`config.mk`:
```
export PLATFORM = sky130hd
export DESIGN_NAME = onewire_ds18b20_slave
export DESIGN_NICKNAME = d
export VERILOG_FILES = /design/src/rtl/onewire_ds18b20_slave.sv
export SDC_FILE = /design/constraint.sdc
export NUM_CORES = 1
export LEC_CHECK = 0
export CAP_MARGIN = 0
export CORE_MARGIN = 2
export CORE_UTILIZATION = 40
export DETAILED_ROUTE_END_ITERATION = 8
export SLEW_MARGIN = 20
export SYNTH_ARGS = -nofsm -noshare
export SYNTH_HDL_FRONTEND = slang
export SYNTH_SLANG_ARGS = --single-unit
```
`constraint.sdc`:
```
create_clock -name clk -period 3.1 [get_ports clk]
set_input_delay 0.31 -clock clk [delete_from_list [all_inputs] [get_ports clk]]
set_output_delay 0.31 -clock clk [all_outputs]
set_load 0.1 [all_outputs]
```
`src/rtl/onewire_ds18b20_slave.sv`:
```
// onewire_ds18b20_slave: DS18B20 emulator on the FPGA side of a 1-Wire bus.
// Answers presence, Skip ROM, Convert T and Read Scratchpad with a serial CRC8.
module onewire_ds18b20_slave #(
    parameter int CLK_PER_US   = 1,
    parameter int RESET_MIN_US = 480,
    parameter int PRES_WAIT_US = 30,
    parameter int PRES_LEN_US  = 120,
    parameter int SAMPLE_US    = 30,
    parameter int CONV_US      = 750
) (
    input  logic        clk,
    input  logic        rst_n,
    input  logic        I_ONE_WIRE,
    output logic        O_ONE_WIRE,
    input  logic [15:0] I_TEMP,
    output logic [7:0]  O_CMD,
    output logic        O_CMD_VALID,
    output logic        O_BUSY
);
    localparam int RESET_CYC = RESET_MIN_US * CLK_PER_US;
    localparam int PW_CYC    = PRES_WAIT_US * CLK_PER_US;
    localparam int PL_CYC    = PRES_LEN_US * CLK_PER_US;
    localparam int SMP_CYC   = SAMPLE_US * CLK_PER_US;
    localparam int CONV_CYC  = CONV_US * CLK_PER_US;
    localparam int LW = $clog2(RESET_CYC + 1);
    localparam int TW = $clog2(PW_CYC + PL_CYC + 1);
    localparam int SW = $clog2(SMP_CYC + 1);
    localparam int CW = $clog2(CONV_CYC + 1);

    typedef enum logic [2:0] {IDLE, PRES_WAIT, PRESENCE, ROM_CMD, FUNC_CMD, CONVERT, TX} state_t;
    state_t state, state_nx;

    logic [2:0]    sync;
    logic [LW-1:0] low_cnt;
    logic [TW-1:0] tmr;
    logic [SW-1:0] slot_cnt;
    logic          slot_act;
    logic [2:0]    bit_cnt;
    logic [6:0]    rx_sh;
    logic [63:0]   tx_sh;
    logic [7:0]    crc;
    logic [6:0]    tx_idx;
    logic [CW-1:0] conv_cnt;
    logic [15:0]   temp;
    logic          fall, rise, rst_det, bit_done, byte_done, tmr_done, tx_bit, crc_fb, rx_state;
    logic [7:0]    rx_byte;

    // Falls caused by our own pull-down are not slots.
    assign fall      = sync[2] & ~sync[1] & O_ONE_WIRE;
    assign rise      = ~sync[2] & sync[1];
    assign rst_det   = rise && low_cnt >= LW'(RESET_CYC);
    assign bit_done  = slot_act && slot_cnt == SW'(SMP_CYC - 1);
    assign rx_state  = state == ROM_CMD || state == FUNC_CMD;
    assign rx_byte   = {sync[1], rx_sh};
    assign byte_done = bit_done && rx_state && bit_cnt == 3'd7;
    assign tmr_done  = tmr == TW'((state == PRES_WAIT ? PW_CYC : PL_CYC) - 1);
    assign tx_bit    = tx_idx < 7'd64 ? tx_sh[0] : tx_idx < 7'd72 ? crc[0] : 1'b1;
    assign crc_fb    = crc[0] ^ tx_sh[0];

    always_ff @(posedge clk or negedge rst_n)
        if (!rst_n) state <= IDLE;
        else        state <= state_nx;

    always_comb begin
        state_nx = state;
        if (rst_det)                                state_nx = PRES_WAIT;
        else if (state == PRES_WAIT && tmr_done)    state_nx = PRESENCE;
        else if (state == PRESENCE && tmr_done)     state_nx = ROM_CMD;
        else if (byte_done && state == ROM_CMD)     state_nx = rx_byte == 8'hCC ? FUNC_CMD : IDLE;
        else if (byte_done)                         state_nx = rx_byte == 8'h44 ? CONVERT :
                                                               rx_byte == 8'hBE ? TX : IDLE;
    end

    always_comb begin
        O_ONE_WIRE = !(state == PRESENCE ||
                       (slot_act && ((state == CONVERT && O_BUSY) || (state == TX && !tx_bit))));
    end

    always_ff @(posedge clk or negedge rst_n)
        if (!rst_n) begin
            sync        <= '1;
            low_cnt     <= '0;
            tmr         <= '0;
            slot_cnt    <= '0;
            slot_act    <= 1'b0;
            bit_cnt     <= '0;
            rx_sh       <= '0;
            tx_sh       <= '0;
            crc         <= '0;
            tx_idx      <= '0;
            conv_cnt    <= '0;
            temp        <= 16'h0550;
            O_CMD       <= '0;
            O_CMD_VALID <= 1'b0;
            O_BUSY      <= 1'b0;
        end else begin
            sync        <= {sync[1:0], I_ONE_WIRE};
            low_cnt     <= sync[1] ? '0 : low_cnt + LW'(low_cnt != LW'(RESET_CYC));
            tmr         <= (rst_det || state_nx != state) ? '0 : tmr + TW'(1);
            slot_act    <= rst_det ? 1'b0 : fall ? 1'b1 : bit_done ? 1'b0 : slot_act;
            slot_cnt    <= fall ? '0 : slot_cnt + SW'(slot_act);
            O_CMD_VALID <= byte_done && state == FUNC_CMD;
            if (rst_det) bit_cnt <= '0;
            else if (bit_done && rx_state) begin
                bit_cnt <= bit_cnt + 3'd1;
                rx_sh   <= rx_byte[7:1];
            end
            if (byte_done && state == FUNC_CMD) O_CMD <= rx_byte;
            if (byte_done && state == FUNC_CMD && rx_byte == 8'hBE) begin
                tx_sh  <= {48'h100C_FF7F_464B, temp};
                crc    <= '0;
                tx_idx <= '0;
            end else if (bit_done && state == TX && tx_idx != 7'd72) begin
                tx_idx <= tx_idx + 7'd1;
                tx_sh  <= tx_sh >> 1;
                crc    <= tx_idx < 7'd64 ? ({1'b0, crc[7:1]} ^ (crc_fb ? 8'h8C : 8'h00)) : crc >> 1;
            end
            // Counter stops at zero; only a new Convert T restarts it.
            if (O_CMD_VALID && O_CMD == 8'h44) begin
                O_BUSY   <= 1'b1;
                conv_cnt <= CW'(CONV_CYC - 1);
            end else if (O_BUSY) begin
                if (conv_cnt == '0) begin
                    O_BUSY <= 1'b0;
                    temp   <= I_TEMP;
                end else conv_cnt <= conv_cnt - CW'(1);
            end
        end
endmodule
```
==> flow_summary_export.csv, run 1 <==
group,metric,value,unit
status,status,"finished, final reports clean",
logic_synthesis,syn_area,6720,µm²
routing,totalWireLength,12.3,mm
sta,fin_setup_tns,0,ns
routing,antenna_left,0,
die,die_h,134,µm
worst_setup_path,crit_fanout,5,
grt,grt_pass1_vias,4407,
clock_network,cts_root_buf,"clkbuf_16",
placed_design,io_buffers,29,
placed_design,place_inst,862,
grt,grt.total_usage,14.8,%
sta,setup_violations,0,
logic_synthesis,synth-seq-area-share,56.4,%
logic_synthesis,synthArstFlopShare,100,%
logic_synthesis,ys_top_cells_by_area,"dfrtp_1 (54%), nand2_1 (7.7%), mux2_2 (5.0%)",
clock_network,clkLatencyLatePin,0.41,ns
routing,drt_pass1_iterations,4,
worst_setup_path,critPathKind,"register to primary output",
routing,drt_iter0_markers,231,
clock_network,hold_buffers,1,
worst_setup_path,cp-start-kind,"register",
die,die-area,17900,µm²
placed_design,hpwlAfterDp,7.80,mm
logic_synthesis,ys.flop_type,"dfrtp_1",
clock_network,clock_path_buffers,2,
die,rows,47,
worst_setup_path,crit_arrival,2.01,ns
logic_synthesis,yosysTopAreaCell,"dfrtp_1",
routing,drc,0,
logic_synthesis,synth.most_common_cell,"dfrtp_1",
cells_and_area,layout-drive-gt1-share,13.9,%
cells_and_area,fin_nets,691,
worst_setup_path,worst_setup_path_end_kind,"primary output",
logic_synthesis,synth_edf_count,0,
clock_network,clkTransAtPathRegs,0.06,ns
logic_synthesis,yosys-top-cells-count,"dfrtp_1 (144), nand2_1 (138), nand3_1 (37)",
cells_and_area,final_util,47.4,%
clock_network,cts_resized,0,
sta,report.final.slew_viol_count,0,
grt,grt_pass1_wl,21.2,mm
sta,fmax,432,MHz
die,start_util,40.7,%
routing,via_per_inst,5.02,
logic_synthesis,ys_types,58,
run,cap_viol_max_count,0,
power,ir_drop,0.337,mV
clock_network,clock-sinks,151,
routing,num_vias,4493,
die,core,16500,µm²
clock_network,cts_buffers,17,
logic_synthesis,netlist_instances,635,
cells_and_area,syn_to_final_growth,16.6,%
cells_and_area,fin_area,7830,µm²
worst_setup_path,critPathRequiredTime,2.79,ns
sta,worst_pin_slew,0.969,ns
logic_synthesis,ys_ff_latch,151,
placed_design,gp_congestion,0.781,
die,num_io_pins,30,
clock_network,cts_tree,"done",
cells_and_area,layout.cells.non_filler,895,
sta,period_share,74.7,%
routing,wl_per_cell,13.7,µm
sta,hold_viol,0,
logic_synthesis,syn_avg_cell_area,10.6,µm²
placed_design,placed_area,7210,µm²
cells_and_area,antenna_cells,0,
grt,antenna_found_initial,0,
sta,slew_headroom,35.2,%
clock_network,post-cts-setup-buffers,0,
min_path,hp-class,"primary input to register",
grt,overflow,0,
logic_synthesis,synth_nets,664,
power,p_per_area,548,nW/µm²
sta,skew,0.0119,ns
sta,finalCriticalPeriod,2.32,ns
die,die_w,134,µm
clock_network,h-tree-depth,4,
logic_synthesis,yosys.area.top_type_share,53.6,%
grt,grt_max_degree,67,
sta,rsz0062_at_grt,"no",
power,p_leak,3.73,nW
logic_synthesis,yosys_warnings,0,
==> flip-flops by register name (all words and copies together) (netlist names), 3 cells and up <==
signal	cells
tx_sh	61
temp	16
conv_cnt	10
low_cnt	9
O_CMD	8
crc	8
tmr	8
rx_sh	7
tx_idx	7
slot_cnt	5
bit_cnt	3
state	3
sync	3
==> stage by stage <==
step	worst slack [ns]	hold WS [ns]	power, mW
6_report	0.784	0.312	4.30
5_1_grt	0.576	0.280	4.49
4_1_cts	0.713	0.283	4.37
3_5_place_dp	0.759	0.348	2.23
2_1_floorplan	0.376	0.0144	2.14
3_3_place_gp	0.856	0.343	2.22
==> layer usage <==
layer / track usage [%] / vias up / routed length [µm]
met2: 22.4 / 71 / 5650
met1: 20.1 / 2200 / 6030
met5: 0 / - / 0
li1: - / 2213 / -
met3: 4.91 / 9 / 459
met4: 4.67 / 0 / 123
==> path summary, 6_finish.rpt <==
check	start	to	slack [ns]	cells after the start
worst max register to register	O_CMD[5]$_DFFE_PN0P_	temp[14]$_DFFE_PN0P_	0.80	4
min in group asynchronous	rst_n	tmr[3]$_DFF_PN0_	0.47	2
worst min register to register	sync[0]$_DFF_PN1_	sync[1]$_DFF_PN1_	0.36	0
max in group asynchronous	rst_n	temp[4]$_DFFE_PN1P_	1.78	3
worst max-delay path	tx_idx[4]$_DFFE_PN0P_	O_ONE_WIRE	0.78	4
worst min-delay path	I_ONE_WIRE	sync[0]$_DFF_PN1_	0.31	1
==> cell type report <==
cell class	instances	area, µm²
fillers	1512	8690
flip-flops and latches	151	3790
multi-input cells	444	2750
clock buffers	26	499
repair buffers	38	372
well taps	220	275
clock inverters	6	114
inverters	10	37.5
==> worst max-delay path, cell delays in order, from the launching register on <==
cell and delay (ns):
dfrtp_1 0.43, or4b_1 0.51, o22ai_1 0.24, a31oi_2 0.16
buf_4 0.26
==> where the power goes <==
| part | switching (mW) | internal (mW) | total (mW) |
|---|---|---|---|
| clock network | 0.751 | 1.36 | 2.11 |
| registers | 0.0404 | 2.01 | 2.05 |
| logic | 0.0686 | 0.0664 | 0.135 |
| total | 0.860 | 3.44 | 4.30 |
==> layout by cell type (no fill, tap or decap), types with 2 or more instances in the layout <==
master           count
a21oi_1             31
nor3_1               9
clkbuf_16           17
and4b_1              2
dfrtp_1            144
clkbuf_1             5
mux2_2              30
nor3_4               2
nand2_2              3
and3_1               6
inv_1               10
mux2i_1             18
clkdlybuf4s50_1     22
buf_4               12
ha_1                10
nand2_1            138
nand3_1             37
and2_1               5
nor2b_1              7
nand2b_1             3
nor4_2               2
buf_12               2
o21ai_0             23
clkinvlp_4           2
a211oi_1             3
and3b_1              2
clkbuf_8             4
nor4b_1              5
or3_1                3
nor2_1              34
xor2_1              18
bufinv_16            3
dfstp_2              7
xnor2_1             14
a21o_1               2
nand4_1             11
==> logic make-up after synthesis <==
family          Yosys count  synth area share (%)
xor+xnor                 32                  4.17
fa+ha+maj                10                  1.86
simple gates            284                  20.9
compound gates           70                  6.05
flops                   151                  56.4
mux                      48                  7.71
buf+inv                  40                  2.92
(Power assumes the default switching activity.)
==> run 2, diff against run 1 <==
==> constraint.sdc (replaced) <==
create_clock -name clk -period 2.3 [get_ports clk]
set_input_delay 0.23 -clock clk [delete_from_list [all_inputs] [get_ports clk]]
set_output_delay 0.23 -clock clk [all_outputs]
set_load 0.1 [all_outputs]
==> run 2 against run 1 <==
Against the previous run:
- core utilization grew 0.45 points
- non-clock buffer count is 5 higher
- clock skew is 0.0025 ns lower
- largest power group unchanged
- wire length is 0.56% higher
- register-to-register slack lost 0.74 ns
- clock power up 33%
- count of clock-buffer cells in the layout decreased by 5
- global-route usage increased by 0.31 points
==> flow_summary_export.csv, run 2 (synthesized netlist as in run 1, its figures left out) <==
group,metric,value,unit
worst_setup_path,critPathKind,"register to register",
clock_network,cts_tree,"done",
sta,fmax,447,MHz
sta,finalCriticalPeriod,2.24,ns
die,start_util,40.7,%
grt,grt_pass1_vias,4662,
routing,wl_per_cell,13.7,µm
routing,drt_iter0_markers,337,
worst_setup_path,crit_fanout,5,
cells_and_area,top_regs,"tx_sh (61), temp (16), conv_cnt (10)",
cells_and_area,fin_nets,696,
worst_setup_path,critPathTopFamily,"simple AND/OR/NAND/NOR gates",
sta,worst_pin_slew,0.524,ns
cells_and_area,syn_to_final_growth,17.7,%
sta,report.final.slew_viol_count,0,
grt,use_met3,3.54,%
grt,grt_max_degree,91,
sta,setup_violations,0,
sta,slew_headroom,64.6,%
cells_and_area,fin_area,7910,µm²
routing,via_per_inst,5.11,
min_path,hp-class,"primary input to register",
clock_network,clkTransAtPathRegs,0.06,ns
placed_design,io_buffers,29,
clock_network,clock_path_buffers,2,
sta,period_share,97.2,%
status,status,"finished, final reports clean",
grt,grt_pass1_wl,21.9,mm
placed_design,gp_congestion,0.794,
grt,grt.total_usage,15.1,%
worst_setup_path,worst_setup_path_end_kind,"register",
sta,hold_viol,0,
routing,drc,0,
clock_network,cts_root_buf,"clkbuf_16",
worst_setup_path,path_cells,"or4_1, or3_1, ha_2, ha_2, and3_1, nand3_1, xor2_1, nor2_1",
clock_network,cts_buffers,17,
cells_and_area,regMostFlops,"tx_sh",
cells_and_area,final_util,47.9,%
cells_and_area,layout.cells.non_filler,900,
die,die_w,134,µm
grt,busiest_layer,"met2",
worst_setup_path,crit_buf_inv,0,
worst_setup_path,crit_top_cell,"ha_2",
worst_setup_path,cpPeakStageDelay,0.49,ns
placed_design,hpwlAfterDp,7.74,mm
grt,use_met2,24.8,%
routing,num_vias,4603,
run,cap_viol_max_count,0,
cells_and_area,layout_commonest_cell,"dfrtp_1",
worst_setup_path,critPathRequiredTime,2.61,ns
worst_setup_path,cp_slowest_cell,"or4_1",
die,die_h,134,µm
die,rows,47,
worst_setup_path,cp-start-kind,"register",
routing,antenna_left,0,
grt,overflow,0,
power,ir_drop,0.542,mV
cells_and_area,mostFrequentLayoutCells,"dfrtp_1 (143), nand2_1 (138), nand3_1 (37)",
worst_setup_path,crit_arrival,2.54,ns
clock_network,clkLatencyLatePin,0.42,ns
grt,grtUsageMet1,19.5,%
cells_and_area,largest_register_ffs,61,
die,die-area,17900,µm²
placed_design,placed_area,7290,µm²
routing,totalWireLength,12.3,mm
power,p_per_area,730,nW/µm²
sta,skew,0.00939,ns
clock_network,h-tree-depth,4,
cells_and_area,antenna_cells,0,
die,num_io_pins,30,
cells_and_area,layout-drive-gt1-share,16.0,%
die,core,16500,µm²
clock_network,clock-sinks,151,
power,p_leak,3.78,nW
placed_design,place_inst,866,
grt,antenna_found_initial,0,
routing,drt_pass1_iterations,4,
## run 2: cell count changes in the layout (fill, tap and decap cells not counted), moves of 3 or more
cell and change:
buf_12 +4, buf_4 +6, clkbuf_8 -3, clkdlybuf4s50_1 -5
clkinv_2 +3
## run 2: cell type report
cell class                      count  area [µm²]
Clock buffer                       21         450
Clock inverter                     11         148
Fill cell                        1485        8620
Inverter                           10        37.5
Multi-Input combinational cell    444        2760
Sequential cell                   151        3790
Tap cell                          220         275
Timing Repair Buffer               43         447
## run 2: report_power, final
group          total, mW  switching [mW]  internal (mW)
Combinational      0.197          0.0991         0.0979
Sequential          2.76          0.0522           2.71
Clock               2.81            1.07           1.74
Total               5.77            1.22           4.55
## run 2: through the flow
stage / total power, mW / TNS, ns / hold slack (ns) / worst slack (ns)
2_1_floorplan: 2.89 / 0 / -0.0656 / 0.0605
3_3_place_gp: 3.00 / 0 / 0.237 / 0.108
3_5_place_dp: 3.01 / 0 / 0.245 / 0.0596
4_1_cts: 5.84 / 0 / 0.211 / 0.0453
5_1_grt: 5.99 / -0.0294 / 0.211 / -0.0294
6_report: 5.77 / 0 / 0.224 / 0.0641
## run 2: final timing paths
path                                 startpoint                     to  slack [ns]  depth (start not counted)
setup / recovery           low_cnt[3]$_DFF_PN0_   low_cnt[8]$_DFF_PN0_        0.06                          8
hold / removal                       I_ONE_WIRE      sync[0]$_DFF_PN1_        0.22                          1
setup reg to reg           low_cnt[3]$_DFF_PN0_   low_cnt[8]$_DFF_PN0_        0.06                          8
hold reg to reg               sync[0]$_DFF_PN1_      sync[1]$_DFF_PN1_        0.36                          0
max in group asynchronous                 rst_n  tx_sh[28]$_DFFE_PN0P_        1.51                          3
min in group asynchronous                 rst_n   rx_sh[0]$_DFFE_PN0P_        0.36                          3
## run 2: layer usage
metal / vias up / part of all wire [%]
met5: - / 0
met4: 0 / 1.4
met3: 16 / 2.3
met2: 41 / 49
met1: 2312 / 47
li1: 2234 / -
## run 2: what timing repair did
action                                 4_1_cts  5_1_grt
endpoints found under the hold margin      144        0
hold buffers                                 1        0
gates resized for setup                      0        2
buffers inserted                             0        1
setup endpoints to repair                    0        1
==> run 3, diff against run 2 <==
--- a/config.mk
+++ b/config.mk
@@ -9,7 +9,6 @@
 export CORE_MARGIN = 2
 export CORE_UTILIZATION = 40
 export DETAILED_ROUTE_END_ITERATION = 8
-export SLEW_MARGIN = 20
 export SYNTH_ARGS = -nofsm -noshare
 export SYNTH_HDL_FRONTEND = slang
 export SYNTH_SLANG_ARGS = --single-unit
==> results of run 3 <==
The final DEF is identical to that of run 2; final timing and power are the same.
==> edit 1: new RTL, config.mk and constraints of run 3 <==
Set the parameter `CONV_US` to 3000 (it was 750).
--- a/src/rtl/onewire_ds18b20_slave.sv
+++ b/src/rtl/onewire_ds18b20_slave.sv
@@ -8,3 +8,3 @@
     parameter int SAMPLE_US    = 30,
-    parameter int CONV_US      = 750
+    parameter int CONV_US      = 3000
 ) (
Behaviour: no difference found for any inputs over 10 cycles, from zero or initial values and one cycle with rst_n low; that may be too few to reach the edited logic, so the function may still have changed.
==> edit 1 against run 3 <==
  * Total power about the same
  * Design area rose by 0.87%
  * Via count up 3.2%
  * Synthesized area increased by 1.2%
  * Setup slack better by 55 ps
  * Wire length shrank 0.11%
  * Sequential cell count is 2 higher
==> edit 1: results <==
[run_status]
status = finished, final reports clean

[finish]
top_regs = tx_sh x61, temp x16, conv_cnt x12
layout-drive-gt1-share_pct = 14.3
postLayoutCoreUtil_pct = 48.1

[detailed_routing]
drt_pass1_iterations = 5
routed_wl_mm = 12.3
wl_met3_um = 396
vias = 4752
first_iter_violations = 264
wl_met2_mm = 5.86
drt-met1-wl_mm = 5.87
wire_per_inst_um = 13.1

[grt]
use_met1_pct = 19.5
use_met3_pct = 3.97
grt_usage_pct = 14.8
gr-usage-met2_pct = 23.2
grt_max_degree = 73
grt_pass1_vias = 4510
grt_pass1_wl_mm = 21.6

[place]
post-place-cells = 905
place_ws_ps = 36.4
place.gp.congestion = 0.763

[critical_path]
critical-path-max-stage-delay_ps = 530
arrival_ps = 2490
worst-path-max-fanout = 3

[logic_synthesis]
synth_area_leaders = dfrtp_1 54%, nand2_1 9.7%, nor2_1 3.3%
yosys-top-cells-count = 176 x nand2_1, 146 x dfrtp_1, 59 x nor2_1
synthCells = 671
yosysSeqAreaShare_pct = 56.4
synth_nets = 700

[timing]
skew_ps = 10.0
worstMarginPinSlew_ps = 424

[pwr]
leakagePower_uw = 0.00376
p_switching_uw = 1210
[edit 1: cell count changes after synthesis, sizes merged, moves of 3 or more]
cell / change
xor2: -4
mux2i: -13
xnor2: +6
o21ai: -18
and2: -3
nor2: +26
mux2: -9
nor3: -3
a31oi: +16
nand2: +37
[edit 1: cell families after synthesis]
logic type	synth area share, %
buf+inv	3.09
simple gates	23.8
flops	56.4
mux	4.77
xor+xnor	4.38
compound gates	5.70
fa+ha+maj	1.84
[edit 1: layout make-up]
cell class / count / share of cell area [%]
well taps: 220 / 3.45
multi-input cells: 478 / 34.7
repair buffers: 44 / 5.69
clock inverters: 10 / 1.47
flip-flops and latches: 153 / 48.1
clock buffers: 22 / 6.07
inverters: 11 / 0.518
[edit 1: power groups by stage]
| stage | registers (uW) | clock network (uW) | logic [uW] |
|---|---|---|---|
| global placement | 2830 | 0 | 184 |
| detailed placement | 2830 | 0 | 191 |
| global route | 2790 | 2980 | 217 |
| finish | 2790 | 2790 | 189 |
| floorplan | 2820 | 0 | 83.1 |
| CTS | 2790 | 2860 | 195 |
[edit 1: final timing paths]
path                                  from  depth (start not counted)  slack, ps    endpoint
worst max-delay path            low_cnt[1]                          8        120  low_cnt[8]
worst min-delay path            I_ONE_WIRE                          1        210     sync[0]
worst max register to register  low_cnt[1]                          8        120  low_cnt[8]
worst min register to register     sync[0]                          0        360     sync[1]
max in group asynchronous            rst_n                          3       1300   tx_sh[49]
min in group asynchronous            rst_n                          2        280  low_cnt[4]
[edit 1: what timing repair did]
action                                  4_1_cts  5_1_grt
endpoints found under the setup margin        0       16
hold endpoints to repair                     35        0
resized for setup                             0        4
hold buffers                                  1        0
==> edit 2: new RTL, config.mk and constraints of run 3 <==
Without the edit above. The 7 states of `state_t` get a one-hot encoding in 7 bits.
--- a/src/rtl/onewire_ds18b20_slave.sv
+++ b/src/rtl/onewire_ds18b20_slave.sv
@@ -29,3 +29,3 @@
 
-    typedef enum logic [2:0] {IDLE, PRES_WAIT, PRESENCE, ROM_CMD, FUNC_CMD, CONVERT, TX} state_t;
+    typedef enum logic [6:0] {IDLE = 7'b0000001, PRES_WAIT = 7'b0000010, PRESENCE = 7'b0000100, ROM_CMD = 7'b0001000, FUNC_CMD = 7'b0010000, CONVERT = 7'b0100000, TX = 7'b1000000} state_t;
     state_t state, state_nx;
Function: no difference found for any inputs over 10 cycles, from zero or initial values and one cycle with rst_n low; not proved beyond that.
==> edit 2 against run 3 <==
  * Largest cell class unchanged
  * Largest power group unchanged
  * Wire length is 14% higher
  * Combinational power is 3% lower
  * Via count is 7.6% higher
  * Sequential cell count is 4 higher
  * Synthesized area is 3.0% higher
  * Setup slack worse by 36 ps
  * Fmax is 1.6% lower
  * Total power is 2.5% higher
  * Critical endpoint is now tmr[5]
  * Design area is 6.5% higher
  * Critical path type unchanged
  * Utilization is 1.3 points higher
==> edit 2: results <==
[critical_path]
critPathKind = reg -> reg
worst-path-max-fanout = 8
rr_worst_depth = 5
slowest_stage = or4b_2
timing.rr.end = tmr[5]
critical-path-max-stage-delay_ps = 710
r2r_start = state[5]
reg2reg_slack_ps = 30

[pwr]
finalPower_uw = 5920
leakagePower_uw = 0.00407
p_clk_uw = 2900
cellInternalPower_uw = 4700
vdd_drop_max_uv = 610
seq_power_share_pct = 47.8

[finish]
finalNonFillerCells = 965
layout-drive-gt1-share_pct = 19.3
nets = 756

[timing]
worstMarginPinSlew_ps = 574
fin_crit_ps = 2270
whs_ps = 216
skew_ps = 9.97

[place]
post-place-cells = 927
place_area_mm2 = 0.00767
dp_hpwl_mm = 9.12
place.gp.congestion = 0.896
place_ws_ps = 18.2

[grt]
grt_max_degree = 60
grt_pass1_wl_mm = 23.8
grt_pass1_vias = 5043
grt_usage_pct = 16.4

[logic_synthesis]
yosysUniqueCellTypes = 53
synth-xor-area-share_pct = 4.43
yosysSeqAreaShare_pct = 56.2
synthMuxAreaShare_pct = 7.01
yosys-top-cells-count = 147 x dfrtp_1, 145 x nand2_1, 39 x nand3_1
avgSynthCellArea_um2 = 10.3
synth_compound_area_share_pct = 5.68
synth_area_leaders = dfrtp_1 53%, nand2_1 7.9%, mux2_2 4.4%
synth_nets = 699
synthAdderAreaFrac_pct = 1.81

[hold_path]
whs_endpoint = sync[0]
hold_depth = 1

[run_status]
status = finished, final reports clean

[detailed_routing]
via_per_inst = 5.13
first_iter_violations = 381
drt_pass1_iterations = 7
wire_per_inst_um = 14.6

[cts]
cts_setup_buffers = 0
cts_resized = 3
[edit 2: changes by cell type in the layout (fill, tap and decap cells not counted), sizes merged, moves of 5 or more]
| cell | delta |
|---|---|
| a21oi | +6 |
| buf | +26 |
| clkbuf | +5 |
| nand4 | -6 |
| nor3 | +9 |
| nor4 | +6 |
| or4 | +5 |
| or4b | +5 |
| xnor2 | +9 |
| xor2 | -6 |
[edit 2: final cells by class]
| class | count | area [um2] |
|---|---|---|
| timing repair buffer | 70 | 709 |
| clock inverter | 7 | 114 |
| sequential | 155 | 3890 |
| inverter | 12 | 45.0 |
| fill | 1605 | 8690 |
| clock buffer | 25 | 495 |
| multi-input combinational | 471 | 2890 |
| tap | 225 | 282 |
[edit 2: metal layers]
metal | track usage, % | wire, um
met5 | 0 | 0
met4 | 5.73 | 217
met3 | 4.30 | 473
met2 | 26.7 | 6920
met1 | 21.3 | 6510
